<file path="config.mk">
export PLATFORM = sky130hd
export DESIGN_NAME = doc_fetch_scheduler
export DESIGN_NICKNAME = d
export VERILOG_FILES = /design/src/rtl/aug_pkg.sv /design/src/rtl/doc_len_scan.sv /design/src/rtl/doc_fetch_scheduler.sv
export SDC_FILE = /design/constraint.sdc
export NUM_CORES = 2
export LEC_CHECK = 0
export CAP_MARGIN = 20
export CORE_AREA = 2 2 573 575
export CTS_CLUSTER_DIAMETER = 50
export DETAILED_ROUTE_END_ITERATION = 16
export DIE_AREA = 0 0 575 577
export PLACE_DENSITY = 0.37
export SKIP_CTS_REPAIR_TIMING = 1
export SYNTH_ARGS = -nofsm -noshare
export SYNTH_HDL_FRONTEND = slang
export SYNTH_SLANG_ARGS = --single-unit
</file>
<file path="constraint.sdc">
create_clock -name clk -period 5.8 [get_ports clk]
set_input_delay 1.16 -clock clk [delete_from_list [all_inputs] [get_ports clk]]
set_output_delay 1.16 -clock clk [all_outputs]
set_load 0.05 [all_outputs]
</file>
<file path="src/rtl/aug_pkg.sv">
// -----------------------------------------------------------------------------
// aug_pkg
// Shared definitions for the document fetch scheduler.
//   state_t    : FSM state encoding with legacy-compatible localparam states
//   calc_bpw() : bytes carried by one memory bus word
//   calc_wpd() : bus words needed to cover one document (rounded up)
// -----------------------------------------------------------------------------
package aug_pkg;

  typedef logic [1:0] state_t;

  localparam state_t S_IDLE   = 2'd0;
  localparam state_t S_SELECT = 2'd1;
  localparam state_t S_FETCH  = 2'd2;
  localparam state_t S_DONE   = 2'd3;

  function automatic int calc_bpw(input int bus_width);
    return bus_width / 8;
  endfunction

  function automatic int calc_wpd(input int max_seq_len, input int bus_width);
    int bpw;
    bpw = bus_width / 8;
    return (max_seq_len + bpw - 1) / bpw;
  endfunction

endpackage

</file>
<file path="src/rtl/doc_len_scan.sv">
// -----------------------------------------------------------------------------
// doc_len_scan
// Purely combinational scan of one bus word for its highest non-zero byte.
// Ports:
//   word        in  BUS_WIDTH  word to scan (byte 0 = bits [7:0])
//   has_nonzero out 1          at least one byte of the word is non-zero
//   top_byte    out IW         index of the highest non-zero byte (0 if none)
// -----------------------------------------------------------------------------
module doc_len_scan
  import aug_pkg::*;
#(
  parameter int BUS_WIDTH = 512,
  localparam int BPW = calc_bpw(BUS_WIDTH),
  localparam int IW  = (BPW > 1) ? $clog2(BPW) : 1
) (
  input  logic [BUS_WIDTH-1:0] word,
  output logic                 has_nonzero,
  output logic [IW-1:0]        top_byte
);

  // Later (higher) bytes overwrite earlier hits, so the last match wins.
  always_comb begin
    has_nonzero = 1'b0;
    top_byte    = '0;
    for (int i = 0; i < BPW; i++) begin
      if (word[i*8 +: 8] != 8'h00) begin
        has_nonzero = 1'b1;
        top_byte    = IW'(i);
      end
    end
  end

endmodule

</file>
<file path="src/rtl/doc_fetch_scheduler.sv">
// -----------------------------------------------------------------------------
// doc_fetch_scheduler
// Fetches up to TOP_K documents from a flat document store into slot buffers,
// skipping ids already fetched earlier in the same job and tracking the length
// (last non-zero byte + 1) of each fetched document.
// Optional feature: define DOC_FETCH_TIMEOUT_EN to abort a job with error=1
// when a read stalls for TIMEOUT_CYCLES cycles.
// Ports:
//   clk, rst_n             clock, asynchronous active-low reset
//   start                  begin a job (only honoured while idle)
//   num_docs               documents to fetch, clamped to TOP_K
//   base_addr              document store base byte address
//   doc_indices            TOP_K document ids
//   busy, done, error      job status (done is a one-cycle pulse)
//   mem_rd_en/addr         read request; mem_rd_data/valid return path
//   buf_wr_en/doc/word/data slot buffer write port
//   doc_fetched, doc_dup   per-slot completion / duplicate-skip masks
//   doc_lengths            per-slot document length in bytes
// -----------------------------------------------------------------------------
module doc_fetch_scheduler
  import aug_pkg::*;
#(
  parameter int TOP_K            = 5,
  parameter int MAX_SEQUENCE_LEN = 512,
  parameter int BUS_WIDTH        = 512,
  parameter int TIMEOUT_CYCLES   = 1024,
  localparam int BPW = calc_bpw(BUS_WIDTH),
  localparam int WPD = calc_wpd(MAX_SEQUENCE_LEN, BUS_WIDTH),
  localparam int DW  = (TOP_K > 1) ? $clog2(TOP_K) : 1,
  localparam int WW  = (WPD > 1) ? $clog2(WPD) : 1
) (
  input  logic                       clk,
  input  logic                       rst_n,
  input  logic                       start,
  input  logic [31:0]                num_docs,
  input  logic [31:0]                base_addr,
  input  logic [TOP_K-1:0][31:0]     doc_indices,
  output logic                       busy,
  output logic                       done,
  output logic                       error,
  output logic                       mem_rd_en,
  output logic [31:0]                mem_rd_addr,
  input  logic [BUS_WIDTH-1:0]       mem_rd_data,
  input  logic                       mem_rd_valid,
  output logic                       buf_wr_en,
  output logic [DW-1:0]              buf_wr_doc,
  output logic [WW-1:0]              buf_wr_word,
  output logic [BUS_WIDTH-1:0]       buf_wr_data,
  output logic [TOP_K-1:0]           doc_fetched,
  output logic [TOP_K-1:0]           doc_dup,
  output logic [TOP_K-1:0][31:0]     doc_lengths
);

  localparam int KW = $clog2(TOP_K + 1);
  localparam int IW = (BPW > 1) ? $clog2(BPW) : 1;

  state_t                   state_q, state_d;
  logic [KW-1:0]            k_q, k_d;
  logic [KW-1:0]            count_q, count_d;
  logic [WW-1:0]            w_q, w_d;
  logic [31:0]              base_q, base_d;
  logic [TOP_K-1:0][31:0]   ids_q, ids_d;
  logic                     busy_q, busy_d;
  logic                     done_q, done_d;
  logic                     mem_rd_en_q, mem_rd_en_d;
  logic [31:0]              mem_rd_addr_q, mem_rd_addr_d;
  logic                     buf_wr_en_q, buf_wr_en_d;
  logic [DW-1:0]            buf_wr_doc_q, buf_wr_doc_d;
  logic [WW-1:0]            buf_wr_word_q, buf_wr_word_d;
  logic [BUS_WIDTH-1:0]     buf_wr_data_q, buf_wr_data_d;
  logic [TOP_K-1:0]         doc_fetched_q, doc_fetched_d;
  logic [TOP_K-1:0]         doc_dup_q, doc_dup_d;
  logic [TOP_K-1:0][31:0]   doc_lengths_q, doc_lengths_d;
`ifdef DOC_FETCH_TIMEOUT_EN
  localparam int SW = $clog2(TIMEOUT_CYCLES + 1);
  logic                     error_q, error_d;
  logic [SW-1:0]            stall_q, stall_d;
`endif

  logic                     has_nonzero;
  logic [IW-1:0]            top_byte;
  logic [TOP_K-1:0]         slot_sel;
  logic [31:0]              cur_id;
  logic                     is_dup;
  logic [31:0]              new_len;

  doc_len_scan #(.BUS_WIDTH(BUS_WIDTH)) u_scan (
    .word        (mem_rd_data),
    .has_nonzero (has_nonzero),
    .top_byte    (top_byte)
  );

  // One-hot view of the current slot k; k may equal TOP_K at the end of a
  // job, in which case no slot is selected.
  always_comb begin
    slot_sel = '0;
    cur_id   = '0;
    for (int i = 0; i < TOP_K; i++) begin
      if (k_q == KW'(i)) begin
        slot_sel[i] = 1'b1;
        cur_id      = ids_q[i];
      end
    end
    is_dup = 1'b0;
    for (int j = 0; j < TOP_K; j++) begin
      if ((KW'(j) < k_q) && (ids_q[j] == cur_id)) is_dup = 1'b1;
    end
    new_len = 32'(w_q) * 32'(BPW) + 32'(top_byte) + 32'd1;
  end

  always_comb begin
    state_d       = state_q;
    k_d           = k_q;
    count_d       = count_q;
    w_d           = w_q;
    base_d        = base_q;
    ids_d         = ids_q;
    mem_rd_en_d   = mem_rd_en_q;
    mem_rd_addr_d = mem_rd_addr_q;
    buf_wr_en_d   = 1'b0;
    buf_wr_doc_d  = buf_wr_doc_q;
    buf_wr_word_d = buf_wr_word_q;
    buf_wr_data_d = buf_wr_data_q;
    doc_fetched_d = doc_fetched_q;
    doc_dup_d     = doc_dup_q;
    doc_lengths_d = doc_lengths_q;
`ifdef DOC_FETCH_TIMEOUT_EN
    error_d       = error_q;
    stall_d       = stall_q;
`endif

    case (state_q)
      S_IDLE: begin
        if (start) begin
          base_d        = base_addr;
          ids_d         = doc_indices;
          count_d       = (num_docs > 32'(TOP_K)) ? KW'(TOP_K) : KW'(num_docs);
          k_d           = '0;
          doc_fetched_d = '0;
          doc_dup_d     = '0;
          doc_lengths_d = '0;
`ifdef DOC_FETCH_TIMEOUT_EN
          error_d       = 1'b0;
`endif
          state_d       = S_SELECT;
        end
      end

      S_SELECT: begin
        if (k_q == count_q) begin
          state_d = S_DONE;
        end else if (is_dup) begin
          doc_dup_d = doc_dup_q | slot_sel;
          k_d       = k_q + KW'(1);
        end else begin
          w_d           = '0;
          mem_rd_addr_d = base_q + cur_id * 32'(MAX_SEQUENCE_LEN);
          mem_rd_en_d   = 1'b1;
`ifdef DOC_FETCH_TIMEOUT_EN
          stall_d       = '0;
`endif
          state_d       = S_FETCH;
        end
      end

      S_FETCH: begin
        if (mem_rd_valid) begin
          buf_wr_en_d   = 1'b1;
          buf_wr_doc_d  = k_q[DW-1:0];
          buf_wr_word_d = w_q;
          buf_wr_data_d = mem_rd_data;
          if (has_nonzero) begin
            for (int i = 0; i < TOP_K; i++) begin
              if (slot_sel[i]) doc_lengths_d[i] = new_len;
            end
          end
`ifdef DOC_FETCH_TIMEOUT_EN
          stall_d = '0;
`endif
          if (w_q == WW'(WPD - 1)) begin
            doc_fetched_d = doc_fetched_q | slot_sel;
            k_d           = k_q + KW'(1);
            mem_rd_en_d   = 1'b0;
            state_d       = S_SELECT;
          end else begin
            w_d           = w_q + WW'(1);
            mem_rd_addr_d = mem_rd_addr_q + 32'(BPW);
          end
        end
`ifdef DOC_FETCH_TIMEOUT_EN
        else if (stall_q == SW'(TIMEOUT_CYCLES)) begin
          error_d     = 1'b1;
          mem_rd_en_d = 1'b0;
          state_d     = S_DONE;
        end else begin
          stall_d = stall_q + SW'(1);
        end
`endif
      end

      S_DONE:  state_d = S_IDLE;
      default: state_d = S_IDLE;
    endcase

    // Status flags are derived from the next state so they stay registered
    // yet line up with the state they describe.
    busy_d = (state_d != S_IDLE);
    done_d = (state_d == S_DONE);
  end

  always_ff @(posedge clk or negedge rst_n) begin
    if (!rst_n) begin
      state_q       <= S_IDLE;
      k_q           <= '0;
      count_q       <= '0;
      w_q           <= '0;
      base_q        <= '0;
      ids_q         <= '0;
      busy_q        <= 1'b0;
      done_q        <= 1'b0;
      mem_rd_en_q   <= 1'b0;
      mem_rd_addr_q <= '0;
      buf_wr_en_q   <= 1'b0;
      buf_wr_doc_q  <= '0;
      buf_wr_word_q <= '0;
      buf_wr_data_q <= '0;
      doc_fetched_q <= '0;
      doc_dup_q     <= '0;
      doc_lengths_q <= '0;
`ifdef DOC_FETCH_TIMEOUT_EN
      error_q       <= 1'b0;
      stall_q       <= '0;
`endif
    end else begin
      state_q       <= state_d;
      k_q           <= k_d;
      count_q       <= count_d;
      w_q           <= w_d;
      base_q        <= base_d;
      ids_q         <= ids_d;
      busy_q        <= busy_d;
      done_q        <= done_d;
      mem_rd_en_q   <= mem_rd_en_d;
      mem_rd_addr_q <= mem_rd_addr_d;
      buf_wr_en_q   <= buf_wr_en_d;
      buf_wr_doc_q  <= buf_wr_doc_d;
      buf_wr_word_q <= buf_wr_word_d;
      buf_wr_data_q <= buf_wr_data_d;
      doc_fetched_q <= doc_fetched_d;
      doc_dup_q     <= doc_dup_d;
      doc_lengths_q <= doc_lengths_d;
`ifdef DOC_FETCH_TIMEOUT_EN
      error_q       <= error_d;
      stall_q       <= stall_d;
`endif
    end
  end

  assign busy        = busy_q;
  assign done        = done_q;
  assign mem_rd_en   = mem_rd_en_q;
  assign mem_rd_addr = mem_rd_addr_q;
  assign buf_wr_en   = buf_wr_en_q;
  assign buf_wr_doc  = buf_wr_doc_q;
  assign buf_wr_word = buf_wr_word_q;
  assign buf_wr_data = buf_wr_data_q;
  assign doc_fetched = doc_fetched_q;
  assign doc_dup     = doc_dup_q;
  assign doc_lengths = doc_lengths_q;
`ifdef DOC_FETCH_TIMEOUT_EN
  assign error       = error_q;
`else
  assign error       = 1'b0;
`endif

endmodule

</file>
==> summary.md <==
| Metric | Value |
|---|---|
| Worst path slowest cell | ha_1 |
| Fmax | roughly 0.19 GHz |
| Setup crit end kind | flip-flop |
| Final slew viol count | 0 |
| Vias post-DR | 41200 |
| Synth area leader | dfrtp_1 |
| Vias/cell | 3.84 |
| Flip-flop and latch area | ~20000 um2 |
| DRT antenna net count | 0 |
| First-pass GRT wire length | 412 mm |
| Clock transition at path regs | 0.06 ns |
| Initial core utilization | 0.122 |
| Number of flops mapped to enable cells by yosys | 0 |
| Area of the multi-input gates | 17700 um2 |
| Hold Slack | approximately 0.39 ns |
| Count leader, synth | nand2_1 |
| Synth top area cells | dfrtp_1 (51%), nand2_1 (21%), buf_4 (2.3%) |
| Arr. time, crit path | 6.02 ns |
| GRT Util Overall | 0.184 |
| Worst Setup Path Type | flip-flop to flip-flop |
| Async set-reset flop share out of synthesis | 1.00 |
| Synth Cell Area | 39800 um2 |
| Power, Total | 44500 uW |
| Core area | 326000 um2 |
| Full die area | 332000 um2 |
| Placed cell area | 59700 um2 |
| Initial DRC count | 2931 |
| CTS H-tree depth | 4 |
| Initial antenna violation count | 111 |
| Clock buffer count from CTS | about 170 |
| Required time worst endpoint | 6.49 ns |
| Final worst path period share | 0.918 |
| Clock Skew | 0.0505 ns |
| Top post-synthesis cells by count | nand2_1 (2184), dfrtp_1 (817), clkbuf_1 (178) |
| Clk sink count | 817 |
| Root buffer cell | clkbuf_16 |
| FF-to-FF path depth | 20 |
| VDD IR-drop max | 0.235 mV |
| Worst reg-to-reg setup slack | 0.48 ns |
| Die height | 577 um |
| CTS tree | done |
| Top FF cell, synth | dfrtp_1 |
| Hold Fails Final Rpt | 0 |
| Port bufs | 1353 |
| Status | finished, final reports clean |
| Final critical-path required period | 5.32 ns |
| I/O pins | ~1500 |
| Final Setup Violations | 0 |
| Power per standard cell area | roughly 700 nW/um2 |
| CP cell instances | inv_1 > ha_1 > clkinv_1 > buf_4 > nand2_2 > buf_12 > o221ai_2 > ha_1 > or3_1 > or3_1 > a211oi_1 > buf_4 > o31ai_1 > or4_1 > o311ai_0 > o21bai_1 > a21oi_1 > xnor2_1 > nand2b_1 > o211ai_1 |
| Total gr overflow | 0 |
| Nets@finish | roughly 7000 |
| Synth Area per Inst | 8.50 um2 |
| Cell family with most CP delay | simple AND/OR/NAND/NOR gates |
| Share of cells above drive strength 1 | 0.109 |
| Crit path launch type | flip-flop |
| CP Max Fanout | 20 |
| DRT Wirelength | about 320 mm |
| RSZ-0062 raised after global routing | no |
| Pleak | 0.0290 uW |
| WP buf/inv | 5 |
| Placer Congestion | about 0.92 |
| Detailed Place HPWL | 267 mm |
| Clock buffer depth | 4 |
| Worst hold path type | input pin to async pin |
| Number of global-route vias before repair | 42300 |
| Relative slew margins | 0.236 |
| Area growth from synthesis to layout | 64.6% |
| Largest net degree at the start of global routing | ~150 |
| Seq/Total Area, Yosys | 0.514 |
| Synth warnings | 0 |
| Post-Synthesis Cells | 4677 |
| FF+latch count, synth | 817 |
| DRC viols | 0 |
| Yosys top cell area share | 0.514 |
| Max Cap Viol | 0 |
| Synth unique cells | between 90 and 100 |
| Drt first pass iters | 6 |
| Reg2reg end | mem_rd_addr[30] |
| Post-route cell area | 65500 um2 |
| RR Startpoint | k_q[0] |
| Source of the critical timing path | k_q[0] |
| CP peak stage delay | about 0.56 ns |
| Die Wd | 575 um |
| Worst skew pair latency | 0.82 ns |
| Row Count | 210 |
| Drt wl/cell | 29.5 um |
| Worst-Margin Slew | 1.14 ns |
| Fillers | 36200 |
-- placed cells by master, fill, tap and decap left out, types with 15 or more instances in the layout --
master              n
o211ai_1           15
clkbuf_1           18
or4_1              29
xnor2_1            49
clkbuf_16         168
nor3_1             33
nand3_1            50
inv_1              81
clkinvlp_4         23
conb_1            111
bufinv_16          19
clkinv_2           19
o22ai_1            36
a31oi_1            47
mux2_2             58
nand4_1            40
nor4_1            121
buf_12             32
clkinv_4           17
and3_1             31
diode_2            31
o221ai_2           16
nor2_1            101
ha_1               32
and2_1             17
clkdlybuf4s50_1  1346
xor2_1             59
dfrtp_1           816
o21ai_0           112
buf_4             218
a21oi_1            82
inv_6              20
nand2_1          2182
-- sequential cells by signal (all words and copies together) (netlist names), 5 cells and up --
register	count
base_q	32
buf_wr_data	512
doc_dup	5
doc_fetched	5
doc_lengths	50
ids_q	160
mem_rd_addr	32
-- logic make-up after synthesis --
| group | after synthesis | synth area share |
|---|---|---|
| AND/OR/NAND/NOR | 2698 | 0.282 |
| flip-flops | 817 | 0.514 |
| AO/OA/AOI/OAI | 521 | 0.0946 |
| buffers and inverters | 426 | 0.0539 |
| XOR/XNOR | 108 | 0.0238 |
| multiplexers | 72 | 0.0211 |
| adder cells (fa/ha/maj) | 34 | 0.0109 |
| other | 1 | 0.0000943 |
-- final cells by class --
type | count | share of cell area
Sequential cell | 817 | 0.312
Multi-Input combinational cell | 3544 | 0.271
Timing Repair Buffer | 1602 | 0.241
Tap cell | 4346 | 0.0831
Clock buffer | 197 | 0.0676
Clock inverter | 102 | 0.0189
Inverter | 85 | 0.00499
Antenna cell | 31 | 0.00119
-- stage by stage --
step | util | setup TNS, ns | std cells | setup WS, ns
floorplan | - | 0 | 4787 | 0.702
global placement | 0.183 | -28.35 | 10400 | -0.777
detailed placement | 0.183 | -28.52 | 10400 | -0.765
CTS | 0.201 | 0 | 10700 | 0.0870
global route | 0.201 | 0 | 10700 | 0.0973
finish | 0.201 | 0 | 10700 | 0.477
-- worst max path at each step --
stage                            end  slack (ns)  depth (start not counted)
finish               mem_rd_addr[30]        0.48                         20
global route         mem_rd_addr[31]         0.1                         21
CTS                  doc_lengths[72]        0.09                         15
detailed placement   doc_lengths[72]       -0.77                         15
global placement    doc_lengths[100]       -0.78                         15
floorplan            mem_rd_addr[31]        0.70                         26
-- power breakdown --
group | internal [uW] | total [uW] | leakage (uW) | switching (uW)
Combinational | 7580 | 24000 | 0.0161 | 16400
Sequential | 8180 | 10500 | 0.0103 | 2370
Clock | 6340 | 9980 | 0.00271 | 3640
-- layer usage --
metal | vias up | global-route usage | wire length, um | share of wire
li1 | 18500 | - | - | -
met1 | 20500 | 0.217 | 127000 | 0.40
met2 | 1682 | 0.333 | 161000 | 0.51
met3 | 425 | 0.0389 | 18900 | 0.060
met4 | 24 | 0.0542 | 9550 | 0.030
met5 | - | 0 | 148 | 0.00047
Note: power is estimated with default switching activity, not from simulation.
